[src/rtl/traffic_light_monitor_if.sv]
// Signal bundle between a traffic light controller and its monitor.
// The master side drives the observed light and sensor; the slave reports the tracked state.
interface traffic_light_monitor_if;
    logic [1:0] light;
    logic       sensor;
    logic       clear;
    logic [1:0] phase;
    logic [7:0] phase_cnt;
    logic       err;
    logic [2:0] err_code;
    logic       change;
    logic       cycle_done;
    logic [7:0] cycles;

    modport master (
        output light, sensor, clear,
        input  phase, phase_cnt, err, err_code, change, cycle_done, cycles
    );

    modport slave (
        input  light, sensor, clear,
        output phase, phase_cnt, err, err_code, change, cycle_done, cycles
    );
endinterface

[src/rtl/traffic_light_monitor.sv]
// Passive checker that tracks a RED->GREEN->YELLOW light controller, timing each phase
// and flagging invalid codes, out-of-order phases, short dwells and sensor starvation.
module traffic_light_monitor #(
    parameter int MIN_GREEN  = 4,
    parameter int MIN_YELLOW = 2,
    parameter int MIN_RED    = 2,
    parameter int MAX_WAIT   = 32
) (
    input logic                     clk,
    input logic                     reset,
    traffic_light_monitor_if.slave  bus
);
    localparam int WW = (MAX_WAIT < 2) ? 1 : $clog2(MAX_WAIT + 1);

    typedef enum logic [1:0] {
        S_RED    = 2'b00,
        S_GREEN  = 2'b01,
        S_YELLOW = 2'b10,
        S_UNSYNC = 2'b11
    } state_t;

    typedef enum logic [2:0] {
        E_NONE    = 3'd0,
        E_INVALID = 3'd1,
        E_ILLEGAL = 3'd2,
        E_SHORT   = 3'd3,
        E_STARVE  = 3'd4
    } err_t;

    state_t        state_q, state_d;
    logic [7:0]    cnt_q, cnt_d;
    logic          err_q, err_d;
    err_t          code_q, code_d;
    logic          change_q, change_d;
    logic          done_q, done_d;
    logic [7:0]    cycles_q, cycles_d;
    logic [WW-1:0] wait_q, wait_d;
    logic          starved_q, starved_d;

    state_t        succ;
    logic [7:0]    min_cnt;
    err_t          trans_err;
    err_t          new_err;
    logic          starve;

    always_ff @(posedge clk) begin
        if (reset) begin
            state_q   <= S_UNSYNC;
            cnt_q     <= '0;
            err_q     <= 1'b0;
            code_q    <= E_NONE;
            change_q  <= 1'b0;
            done_q    <= 1'b0;
            cycles_q  <= '0;
            wait_q    <= '0;
            starved_q <= 1'b0;
        end else begin
            state_q   <= state_d;
            cnt_q     <= cnt_d;
            err_q     <= err_d;
            code_q    <= code_d;
            change_q  <= change_d;
            done_q    <= done_d;
            cycles_q  <= cycles_d;
            wait_q    <= wait_d;
            starved_q <= starved_d;
        end
    end

    always_comb begin
        succ    = S_RED;
        min_cnt = '0;
        case (state_q)
            S_RED:    begin succ = S_GREEN;  min_cnt = 8'(MIN_RED);    end
            S_GREEN:  begin succ = S_YELLOW; min_cnt = 8'(MIN_GREEN);  end
            S_YELLOW: begin succ = S_RED;    min_cnt = 8'(MIN_YELLOW); end
            default:  begin succ = S_RED;    min_cnt = '0;             end
        endcase
    end

    always_comb begin
        state_d   = state_q;
        cnt_d     = cnt_q;
        change_d  = 1'b0;
        done_d    = 1'b0;
        cycles_d  = cycles_q;
        trans_err = E_NONE;

        if (bus.light == 2'b11) begin
            trans_err = E_INVALID;
            state_d   = S_UNSYNC;
            cnt_d     = '0;
        end else if (state_q == S_UNSYNC) begin
            // Only a RED sample gives a trustworthy phase boundary to lock on to.
            if (bus.light == S_RED) begin
                state_d = S_RED;
                cnt_d   = 8'd1;
            end
        end else if (bus.light == state_q) begin
            cnt_d = (cnt_q == 8'hFF) ? cnt_q : cnt_q + 8'd1;
        end else if (bus.light == succ) begin
            state_d = succ;
            cnt_d   = 8'd1;
            if (cnt_q >= min_cnt) begin
                change_d = 1'b1;
                if (succ == S_RED) begin
                    done_d   = 1'b1;
                    cycles_d = cycles_q + 8'd1;
                end
            end else begin
                trans_err = E_SHORT;
            end
        end else begin
            trans_err = E_ILLEGAL;
            state_d   = state_t'(bus.light);
            cnt_d     = 8'd1;
        end
    end

    // Wait tracking follows the phase being entered, so the first RED sample already counts.
    always_comb begin
        wait_d    = '0;
        starve    = 1'b0;
        starved_d = 1'b0;
        if (state_d == S_RED) begin
            if (bus.sensor)
                wait_d = (wait_q == WW'(MAX_WAIT)) ? wait_q : wait_q + WW'(1);
            starve    = bus.sensor && (wait_d == WW'(MAX_WAIT)) && !starved_q;
            starved_d = starved_q | starve;
        end
    end

    always_comb begin
        err_d   = err_q;
        code_d  = code_q;
        new_err = (trans_err != E_NONE) ? trans_err : (starve ? E_STARVE : E_NONE);
        if (new_err != E_NONE) begin
            err_d = 1'b1;
            if (!err_q || bus.clear)
                code_d = new_err;
        end else if (bus.clear) begin
            err_d  = 1'b0;
            code_d = E_NONE;
        end
    end

    assign bus.phase      = state_q;
    assign bus.phase_cnt  = cnt_q;
    assign bus.err        = err_q;
    assign bus.err_code   = code_q;
    assign bus.change     = change_q;
    assign bus.cycle_done = done_q;
    assign bus.cycles     = cycles_q;
endmodule

[src/flat_wrapper.sv]
// flat-port wrapper written by rule: the top's interface ports become plain ports
module traffic_light_monitor_flat 
#(
    parameter int MIN_GREEN  = 4,
    parameter int MIN_YELLOW = 2,
    parameter int MIN_RED    = 2,
    parameter int MAX_WAIT   = 32
)
  (clk, reset, bus_light, bus_sensor, bus_clear, bus_phase, bus_phase_cnt, bus_err, bus_err_code, bus_change, bus_cycle_done, bus_cycles);
  traffic_light_monitor_if bus_i ();
  input logic clk;
  input logic reset;
  input wire logic [$bits(bus_i.light)-1:0] bus_light;
  input wire logic [$bits(bus_i.sensor)-1:0] bus_sensor;
  input wire logic [$bits(bus_i.clear)-1:0] bus_clear;
  output wire logic [$bits(bus_i.phase)-1:0] bus_phase;
  output wire logic [$bits(bus_i.phase_cnt)-1:0] bus_phase_cnt;
  output wire logic [$bits(bus_i.err)-1:0] bus_err;
  output wire logic [$bits(bus_i.err_code)-1:0] bus_err_code;
  output wire logic [$bits(bus_i.change)-1:0] bus_change;
  output wire logic [$bits(bus_i.cycle_done)-1:0] bus_cycle_done;
  output wire logic [$bits(bus_i.cycles)-1:0] bus_cycles;
  assign bus_i.light = bus_light;
  assign bus_i.sensor = bus_sensor;
  assign bus_i.clear = bus_clear;
  assign bus_phase = bus_i.phase;
  assign bus_phase_cnt = bus_i.phase_cnt;
  assign bus_err = bus_i.err;
  assign bus_err_code = bus_i.err_code;
  assign bus_change = bus_i.change;
  assign bus_cycle_done = bus_i.cycle_done;
  assign bus_cycles = bus_i.cycles;
  traffic_light_monitor #(.MIN_GREEN(MIN_GREEN), .MIN_YELLOW(MIN_YELLOW), .MIN_RED(MIN_RED), .MAX_WAIT(MAX_WAIT)) u_core (.clk(clk), .reset(reset), .bus(bus_i));
endmodule
[config.mk]
export PLATFORM = sky130hd
export DESIGN_NAME = traffic_light_monitor_flat
export DESIGN_NICKNAME = d
export VERILOG_FILES = /design/src/rtl/traffic_light_monitor_if.sv /design/src/rtl/traffic_light_monitor.sv /design/src/flat_wrapper.sv
export SDC_FILE = /design/constraint.sdc
export NUM_CORES = 1
export LEC_CHECK = 0
export CAP_MARGIN = 20
export CORE_MARGIN = 1.5
export CORE_UTILIZATION = 53
export DETAILED_ROUTE_END_ITERATION = 10
export GPL_TIMING_DRIVEN = 1
export PLACE_DENSITY = 0.79
export REMOVE_ABC_BUFFERS = 1
export SLEW_MARGIN = 10
export SYNTH_ARGS = -nofsm -noshare
export SYNTH_HDL_FRONTEND = slang
export SYNTH_SLANG_ARGS = --single-unit
export TNS_END_PERCENT = 10
[constraint.sdc]
create_clock -name clk -period 3.36 [get_ports clk]
set_clock_uncertainty 0.2 [all_clocks]
set_input_delay 0.504 -clock clk [delete_from_list [all_inputs] [get_ports clk]]
set_output_delay 0.504 -clock clk [all_outputs]
set_load 0.01 [all_outputs]
==> flow_summary.yaml <==
power:
  vdd_drop_max_v: 0.000220
  p_per_area_nw_per_um2: 314
  p_leak_nw: 0.774
worst_setup_path:
  crit_buf_inv: 1
  crit_slowest_cell: "clkdlybuf4s50_1"
  crit_type: "input pin to register"
  cp_cell_sequence: "clkdlybuf4s50_1, or3_4, a21oi_4, o2111ai_4, nand3_1, xor2_1, nor2_1"
  cp_top_family: "simple AND/OR/NAND/NOR gates"
  max_stage_delay_ps: 730
  endpoint_kind: "register"
  path_max_fanout: 18
  crit_arrival_ps: 2520
  worstPathRequired_ps: 3360
  cp-start-kind: "input pin"
synthesis:
  ys_seq_area_frac: 0.343
  synth_area_um2: 1810
  synth_seq_cells: 31
  synth.avg_cell_area_um2: 8.57
  synth-simple-area-share: 0.286
  synthXorXnorAreaFrac: 0.0824
  synth.distinct_cells: 53
  synth_top_family_by_area: "simple AND/OR/NAND/NOR gates"
  synth_edf_count: 0
  synthArstFlopShare: 0
  synthFlopType: "dfxtp_1"
  yosys.area.top_type: "dfxtp_1"
  synth.top_cells.by_area: "dfxtp_1 (34%), nor2_1 (5.6%), xnor2_1 (4.4%)"
  yosysWarnings: 0
  netlist_instances: 211
  synth_compound_area_frac: 0.179
  synth_mux_area_frac: 0.0221
  yosysTopAreaCellShare: 0.343
  synth-adder-area-share: 0.0471
route:
  post_drt_wl_per_cell_um: 13.2
  wl_um: 3830
  drc: 0
  drt-pass1-iter-count: 4
  drt_iter0_markers: 78
  vias: 1638
  postRouteAntennaNets: 0
  avgViaCountPerCell: 5.67
die:
  fp.dieW_um: 61.4
  start_util: 0.546
  dieHeight_um: 61.4
  num_rows: 21
  coreArea_um2: 3310
  dieArea_um2: 3770
  num_io_pins: 30
clock_tree:
  clock-sinks: 31
  clk-insertion-delay-late_ps: 330
  cts_setup_buffers: 0
  cts_htree_levels: 2
  cts_tree: "done"
  cts_repair_resize_count: 0
  cts_buffer_depth: 2
  path_clk_slew_ps: 100
  cts_root_buf: "clkbuf_4"
  cts_buffers: 5
  hold_buffers: 0
run:
  maxCapViolations: 0
place:
  gp_congestion: 0.883
  portBuffers: 29
  dp_hpwl_um: 2760
cells_and_area:
  final_core_utilization: 0.661
  n_antenna_cell: 0
  multi_input_area_um2: 1110
  layout-drive-gt1-share: 0.0947
  fin_nets: 254
  mostFrequentLayoutCell: "dfxtp_1"
  final-seq-area_um2: 621
  fillCellCount: 312
  syn2layout_area_growth_pct: 21.0
  final_cell_mix: "dfxtp_1 (31), clkdlybuf4s50_1 (29), nor2_1 (27)"
timing:
  finalHoldViolations: 0
  fmax_mhz: 398
  tightest_slew_ps: 658
  finalCriticalPeriod_ps: 2510
  report.final.slew_viol_count: 0
  setup_violations: 0
  finalCritPeriodShare: 0.748
  slew_headroom: 0.560
  tns_ps: 0
  rsz0062_at_grt: "false"
grt:
  grt_pass1_wl_um: 6090
  grt_usage: 0.219
  antenna_found_initial: 0
  overflow: 0
  grt_max_degree: 20
  grt_pass1_vias: 1408
hold_path:
  hold_class: "register to register"
status:
  status: "finished, final reports clean"
-- cell families after synthesis --
family / Yosys count
AOI/OAI and AO/OA: 39
adders and majority gates: 7
xor gates and xnor gates: 17
DFF: 31
and+or+nand+nor: 96
muxes: 4
buffers and inverters: 17
-- power breakdown --
group          internal, mW  switching, mW  total [mW]  leakage, nW
logic                0.0424         0.0553      0.0977        0.493
registers             0.374        0.00733       0.381        0.251
clock network        0.0815          0.128       0.209       0.0293
total                 0.498          0.190       0.688        0.774
-- flip-flops by register name, summed over array words and instances (netlist names) --
register,flops
u_core.bus.cycles,8
u_core.bus.phase_cnt,8
u_core.wait_q,6
u_core.bus.err_code,3
u_core.bus.phase,2
u_core.bus.change,1
u_core.bus.cycle_done,1
u_core.bus.err,1
u_core.starved_q,1
-- metrics by stage --
stage	std cells	instance area (µm²)	hold WS, ps	total power [mW]	setup slack, ps
after floorplan	203	1770	294	0.445	910
after global placement	281	2140	283	0.486	545
after detailed placement	281	2140	292	0.488	509
after CTS	289	2190	306	0.693	850
after global routing	289	2190	335	0.721	649
final	289	2190	304	0.688	846
-- synth_stat cells, drive strengths merged, types with 2 or more instances --
| cell | count |
|---|---|
| ha | 6 |
| a22oi | 3 |
| nor3 | 11 |
| and3 | 7 |
| o21ai | 5 |
| a211oi | 3 |
| nor4 | 4 |
| or3b | 2 |
| xnor2 | 9 |
| nor2 | 28 |
| and2 | 2 |
| nand2b | 4 |
| nand3 | 12 |
| a31oi | 3 |
| mux2i | 4 |
| clkbuf | 4 |
| a21oi | 9 |
| nor2b | 6 |
| buf | 4 |
| a21boi | 2 |
| inv | 9 |
| a311o | 3 |
| o211ai | 4 |
| nor3b | 2 |
| nand2 | 10 |
| dfxtp | 31 |
| nand3b | 3 |
| xor2 | 8 |
| or3 | 2 |
-- final timing paths --
kind                                             from                                    to  slack (ps)  cells after the start
hold / removal    u_core.bus.err_code[2]$_SDFFE_PP0P_   u_core.bus.err_code[2]$_SDFFE_PP0P_         300                      2
setup reg to reg       u_core.bus.phase[0]$_SDFF_PP1_   u_core.bus.err_code[2]$_SDFFE_PP0P_         870                      9
hold reg to reg   u_core.bus.err_code[2]$_SDFFE_PP0P_   u_core.bus.err_code[2]$_SDFFE_PP0P_         300                      2
setup / recovery                         bus_light[0]  u_core.bus.phase_cnt[6]$_SDFFE_PP0P_         850                      7
-- per-layer routing --
| metal | share of wire | GRT usage | vias to the layer above |
|---|---|---|---|
| li1 | - | - | 822 |
| met1 | 0.47 | 0.272 | 775 |
| met2 | 0.48 | 0.369 | 33 |
| met3 | 0.036 | 0.0441 | 8 |
| met4 | 0.019 | 0.0942 | 0 |
| met5 | 0 | 0 | - |
-- worst register-to-register path: stages, from the launching register on --
cell and delay [ps]:
dfxtp_1 350, inv_1 80, nor2_1 260, inv_1 80, ha_1 270, a21boi_2 260, nor2_1 150, a221oi_1 480
o21ai_1 140, a21oi_1 150
-- area by class of cell --
| cell class | count | share of cell area |
|---|---|---|
| timing repair buffer | 32 | 0.143 |
| clock inverter | 1 | 0.00229 |
| multi-input combinational | 163 | 0.509 |
| sequential | 31 | 0.284 |
| inverter | 9 | 0.0154 |
| tap | 46 | 0.0263 |
| clock buffer | 7 | 0.0206 |
Note: power is estimated with default switching activity, not from simulation.
